### src/rtl/password_candidate_gen.sv
// password_candidate_gen
//   Producer side of the cracker datapath. Enumerates every NUM_CHARS-character
//   candidate over the 36-symbol alphabet a..z,0..9 whose leading character index
//   lies in [FROM_IDX, TO_IDX]. Candidates go out over a valid/ready handshake.
//   The block reports completion (exhausted) or abort through done/exhausted.
//
//   Ports:
//     clk, rst      clock (rising edge) and async active-high reset
//     start         pulse; begins enumeration from IDLE or DONE
//     abort         stop request; honoured only while running
//     cand_valid    candidate on cand_data is valid
//     cand_ready    consumer accepts the candidate this cycle
//     cand_data     ASCII candidate, leftmost char in the MSBs
//     done          high in DONE
//     exhausted     high with done when the whole range was consumed
//     cand_count    (CAND_COUNT_EN only) accepted candidates since start
//
//   Optional feature: define CAND_COUNT_EN to add the cand_count output.

// Alphabet index -> ASCII for a single character position.
module pcg_char_map (
    input  logic [5:0] idx,
    output logic [7:0] ch
);
    always_comb begin
        if (idx < 6'd26) ch = 8'h61 + {2'b00, idx};
        else             ch = 8'h30 + ({2'b00, idx} - 8'd26);
    end
endmodule

module password_candidate_gen #(
    parameter int NUM_CHARS = 4,
    parameter int FROM_IDX  = 0,
    parameter int TO_IDX    = 3
) (
    input  logic                   clk,
    input  logic                   rst,
    input  logic                   start,
    input  logic                   abort,
    output logic                   cand_valid,
    input  logic                   cand_ready,
    output logic [8*NUM_CHARS-1:0] cand_data,
    output logic                   done,
`ifdef CAND_COUNT_EN
    output logic [31:0]            cand_count,
`endif
    output logic                   exhausted
);
    localparam logic [5:0] FROM_D = 6'(FROM_IDX);
    localparam logic [5:0] TO_D   = 6'(TO_IDX);
    localparam logic [5:0] MAX_D  = 6'd35;

    typedef enum logic [1:0] {S_IDLE, S_RUN, S_DONE} state_t;

    state_t state, state_n;

    // Digit 0 is the rightmost (fastest) character, digit NUM_CHARS-1 the leading one.
    logic [NUM_CHARS-1:0][5:0] digits, digits_n;
    logic [NUM_CHARS-1:0][7:0] chars_n;
    logic exh_n, load, adv, take, is_last, carry;

    assign cand_valid = (state == S_RUN);
    assign done       = (state == S_DONE);

    // Final candidate is {TO_IDX, 35, ..., 35}.
    always_comb begin
        is_last = (digits[NUM_CHARS-1] == TO_D);
        for (int i = 0; i < NUM_CHARS-1; i++)
            if (digits[i] != MAX_D) is_last = 1'b0;
    end

    always_comb begin
        state_n = state;
        exh_n   = exhausted;
        load    = 1'b0;
        adv     = 1'b0;
        take    = 1'b0;
        case (state)
            S_IDLE, S_DONE: begin
                if (start) begin
                    state_n = S_RUN;
                    exh_n   = 1'b0;
                    load    = 1'b1;
                end
            end
            S_RUN: begin
                // Abort wins over a same-cycle accept: nothing is consumed.
                if (abort) begin
                    state_n = S_DONE;
                    exh_n   = 1'b0;
                end else if (cand_ready) begin
                    take = 1'b1;
                    if (is_last) begin
                        state_n = S_DONE;
                        exh_n   = 1'b1;
                    end else begin
                        adv = 1'b1;
                    end
                end
            end
            default: state_n = S_IDLE;
        endcase
    end

    // Odometer step. The leading digit never wraps: the last candidate exits to DONE first.
    always_comb begin
        digits_n = digits;
        carry    = 1'b0;
        if (load) begin
            digits_n              = '0;
            digits_n[NUM_CHARS-1] = FROM_D;
        end else if (adv) begin
            carry = 1'b1;
            for (int i = 0; i < NUM_CHARS; i++) begin
                if (carry) begin
                    if (digits[i] == MAX_D && i != NUM_CHARS-1) begin
                        digits_n[i] = '0;
                    end else begin
                        digits_n[i] = digits[i] + 6'd1;
                        carry       = 1'b0;
                    end
                end
            end
        end
    end

    for (genvar g = 0; g < NUM_CHARS; g++) begin : g_map
        pcg_char_map u_map (.idx(digits_n[g]), .ch(chars_n[g]));
    end

    // cand_data is registered from the next digits so it changes only with them
    // and can be cleared to zero on reset.
    always_ff @(posedge clk or posedge rst) begin
        if (rst) begin
            state     <= S_IDLE;
            exhausted <= 1'b0;
            digits    <= '0;
            cand_data <= '0;
        end else begin
            state     <= state_n;
            exhausted <= exh_n;
            if (load || adv) begin
                digits    <= digits_n;
                cand_data <= chars_n;
            end
        end
    end

`ifdef CAND_COUNT_EN
    always_ff @(posedge clk or posedge rst) begin
        if (rst)       cand_count <= '0;
        else if (load) cand_count <= '0;
        else if (take) cand_count <= cand_count + 32'd1;
    end
`endif

endmodule

### config.mk
export PLATFORM = sky130hd
export DESIGN_NAME = password_candidate_gen
export DESIGN_NICKNAME = d
export VERILOG_FILES = /design/src/rtl/password_candidate_gen.sv
export SDC_FILE = /design/constraint.sdc
export NUM_CORES = 1
export LEC_CHECK = 0
export BUFFER_PORTS_ARGS = -buffer_cell sky130_fd_sc_hd__buf_2
export CORE_ASPECT_RATIO = 1.1
export CORE_MARGIN = 4
export CORE_UTILIZATION = 33
export CTS_CLUSTER_DIAMETER = 150
export DETAILED_ROUTE_END_ITERATION = 12
export PLACE_DENSITY = 0.52
export SLEW_MARGIN = 15
export SYNTH_ARGS = -nofsm -noshare
export SYNTH_HDL_FRONTEND = slang
export SYNTH_SLANG_ARGS = --single-unit
### constraint.sdc
create_clock -name clk -period 11.1 [get_ports clk]
set_clock_uncertainty 0.1 [all_clocks]
set_input_delay 2.775 -clock clk [delete_from_list [all_inputs] [get_ports clk]]
set_output_delay 2.775 -clock clk [all_outputs]
set_load 0.02 [all_outputs]
==> impl_metrics.csv <==
group,metric,value,unit
sta,finalCritPeriodShare,60.32,%
die,initial_core_util,33.53,%
die,io-pin-count,40,
clock_tree,post-cts-setup-buffer-count,0,
power,leakage,2.172,nW
synth,synth_warnings,0,
sta,hold_violations,0,
sta,maxSlewViolCount,0,
synth,synthXorXnorAreaFrac,2.905,%
final_layout,nets,541,
die,die_w,115.8,µm
clock_tree,htreeDepth,3,
final_layout,stdcell_count,678,
routing,dr.pass1.iters,4,
power,max-vdd-ir-drop,0.07382,mV
global_route,grt_pass1_wl,18730,µm
die,die_area,14670,µm²
global_route,overflow,0,
clock_tree,postCtsHoldBufs,0,
setup_path,critical_path.max_stage_delay,860,ps
synth,ys_seq_elements,59,
routing,wl_per_cell,16.43,µm
clock_tree,cts_resized,0,
setup_path,worstPathArrival,6850,ps
placement,dp_hpwl,7807,µm
run_status,status,"finished, final reports clean",
global_route,grt_max_degree,60,
setup_path,critPathCaptureType,"register",
global_route,grt_pass1_vias,3681,
routing,drt.antenna.violating_nets,0,
clock_tree,tritoncts.num_buffers,9,
synth,synth_edf_count,0,
placement,place_congestion,0.8176,
synth,synth_top_area_share,34.97,%
setup_path,required,11250,ps
setup_path,start_kind,"input pin",
setup_path,cp_max_fo,21,
setup_path,critPathKind,"in2reg",
synth,async_reset_ff_share,100.0,%
clock_tree,cts-root-buf,"clkbuf_16",
sta,relSlewSlack,34.62,%
sta,final.setup.tns,0,ps
sta,holdWs,362.9,ps
flow_run,drv_cap,0,
synth,yosys.area.top_type,"dfrtp_1",
global_route,grt_antenna_before_repair,0,
sta,min_period,6696,ps
die,die_y,126.6,µm
synth,ys.flop_type,"dfrtp_1",
synth,netlist_area,4222,µm²
power,finalPower,0.6861,mW
sta,worstMarginPinSlew,975.1,ps
synth,syn-instance-count,482,
synth,synthSimpleGateAreaFrac,25.46,%
placement,dpl.cell_count,662,
final_layout,layout-drive-gt1-share,17.85,%
setup_path,crit_buf_inv,2,
synth,syn_area_per_cell,8.758,µm²
clock_tree,clk_pin_slew_worst_paths,50,ps
synth,synth-seq-area-share,34.97,%
clock_tree,cts_max_path_buffers,2,
final_layout,area_delta_synth_final,15.00,%
final_layout,final_core_util,38.56,%
final_layout,num_antenna_cells,0,
placement,port_buffers,39,
synth,syn-num-nets,507,
setup_path,worst_path_max_delay_cell,"nor3_1",
die,rows,43,
clock_tree,cts_tree,"done",
synth,netlist_top_cells_area,"dfrtp_1, ha_1, nand2_1, o21ai_0, xnor2_1",
setup_path,path_cells,"buf_2 -> nand4bb_1 -> nor3_1 -> o211ai_1 -> a21boi_0 -> nor2_1 -> inv_1 -> ha_1 -> nor2_1 -> xnor2_1 -> ha_1 -> or4_1 -> a31oi_1",
routing,drt-initial-drc-count,188,
min_path,min-delay-start,"cand_data[15]",
die,core,12590,µm²
clock_tree,insertion_delay,330,ps
synth,synth_compound_area_share,20.84,%
setup_path,crit_family,"simple AND/OR/NAND/NOR gates",
synth,synth_top_family_by_area,"simple AND/OR/NAND/NOR gates",
global_route,grt_usage,15.77,%
setup_path,r2r-start,"state[1]",
routing,vias,3814,
clock_tree,clock-sinks,59,
power,powerDensity,141.3,nW/µm²
routing,wl,11140,µm
sta,max_freq,0.1494,GHz
sta,rsz0062_at_grt,"no",
min_path,hold_class,"reg2reg",
synth,synth-adder-area-share,5.928,%
synth,synthMuxAreaShare,4.564,%
routing,routed_via_density,5.625,
sta,setup_viol_count_final,0,
setup_path,startpoint,"abort",
synth,synth_cell_types,72,
routing,drcViolationCount,0,
==> flip-flops by register name (all words and copies together) (netlist names) <==
| name | flops |
|---|---|
| cand_data | 32 |
| digits | 24 |
| exhausted | 1 |
| state | 2 |
==> path summary, 6_finish.rpt <==
kind                            cells after the start       endpoint  slack, ps
worst min register to register                      2  cand_data[15]        360
worst max-delay path                               13  cand_data[14]       4400
min in group asynchronous                           3   cand_data[7]       2570
max in group asynchronous                           3     digits[21]       7800
worst min-delay path                                2  cand_data[15]        360
worst max register to register                     12  cand_data[14]       6510
==> layout by cell type (no fill, tap or decap), types with 9 or more instances in the layout <==
master      n
buf_2      39
a31oi_1    10
nor2_1     28
nor3_1     11
inv_1      26
o211ai_1    9
nand4_1    12
nand2_1    46
dfrtp_1    59
or3_1      11
mux2_2     10
nor4_1     10
a21oi_1    21
clkbuf_16   9
xnor2_1    13
nand3_1    14
o21ai_0    23
ha_1       20
==> metrics by stage <==
stage               instance area (µm²)  setup slack (ps)
finish                             4855              4404
global route                       4855              4081
CTS                                4855              4497
detailed placement                 4558              4204
global placement                   4558              4377
floorplan                          4222              5298
==> tightest hold or removal path, stage by stage (launching register included) <==
cell     delay [ps]
dfrtp_1         330
nand2_1          50
nand2_1          50
==> cell usage after synthesis (all sizes together), types with 3 or more instances <==
| library cell | n |
|---|---|
| nor2 | 30 |
| nand3 | 14 |
| o22ai | 4 |
| nand2 | 46 |
| inv | 27 |
| dfrtp | 59 |
| or3 | 12 |
| nand4bb | 3 |
| nand2b | 5 |
| o31a | 4 |
| ha | 20 |
| a31o | 5 |
| o31ai | 6 |
| nor3 | 11 |
| a22o | 5 |
| nand4b | 3 |
| and2 | 7 |
| or4 | 6 |
| clkbuf | 13 |
| xnor2 | 13 |
| nor4 | 10 |
| a21oi | 22 |
| and3 | 7 |
| mux2i | 8 |
| mux2 | 10 |
| o21a | 6 |
| or3b | 3 |
| nand4 | 12 |
| buf | 11 |
| a31oi | 10 |
| o21ai | 25 |
| o211a | 3 |
| and4 | 3 |
| o211ai | 9 |
| a21boi | 4 |
| nor2b | 8 |
==> power by group <==
group / internal (mW) / switching, mW
sequential: 0.241 / 0.0169
clock: 0.180 / 0.101
combinational: 0.0510 / 0.0967
total: 0.472 / 0.214
==> logic make-up (layout without fill, tap and decap cells) <==
kind of cell,after synthesis,count (layout)
and+or+nand+nor,193,193
AOI/OAI and AO/OA,127,127
adders and majority gates,20,20
muxes,18,18
DFF,59,59
xor gates and xnor gates,14,14
buffers and inverters,51,90
==> layer usage <==
layer	vias up	global-route usage, %	part of all wire [%]
met1	1868	21.78	48
met4	0	5.051	1.3
met2	55	25.23	48
met5	-	0	0
met3	9	2.481	2.6
li1	1882	-	-
==> layout make-up <==
| class | count | area (µm²) |
|---|---|---|
| clock buffers | 12 | 246.5 |
| clock inverters | 4 | 50.05 |
| repair buffers | 47 | 255.2 |
| fillers | 1321 | 7735 |
| well taps | 157 | 196.4 |
| multi-input cells | 372 | 2529 |
| flip-flops and latches | 59 | 1476 |
| inverters | 27 | 101.3 |
No activity file was read; power rests on OpenSTA's default activity.
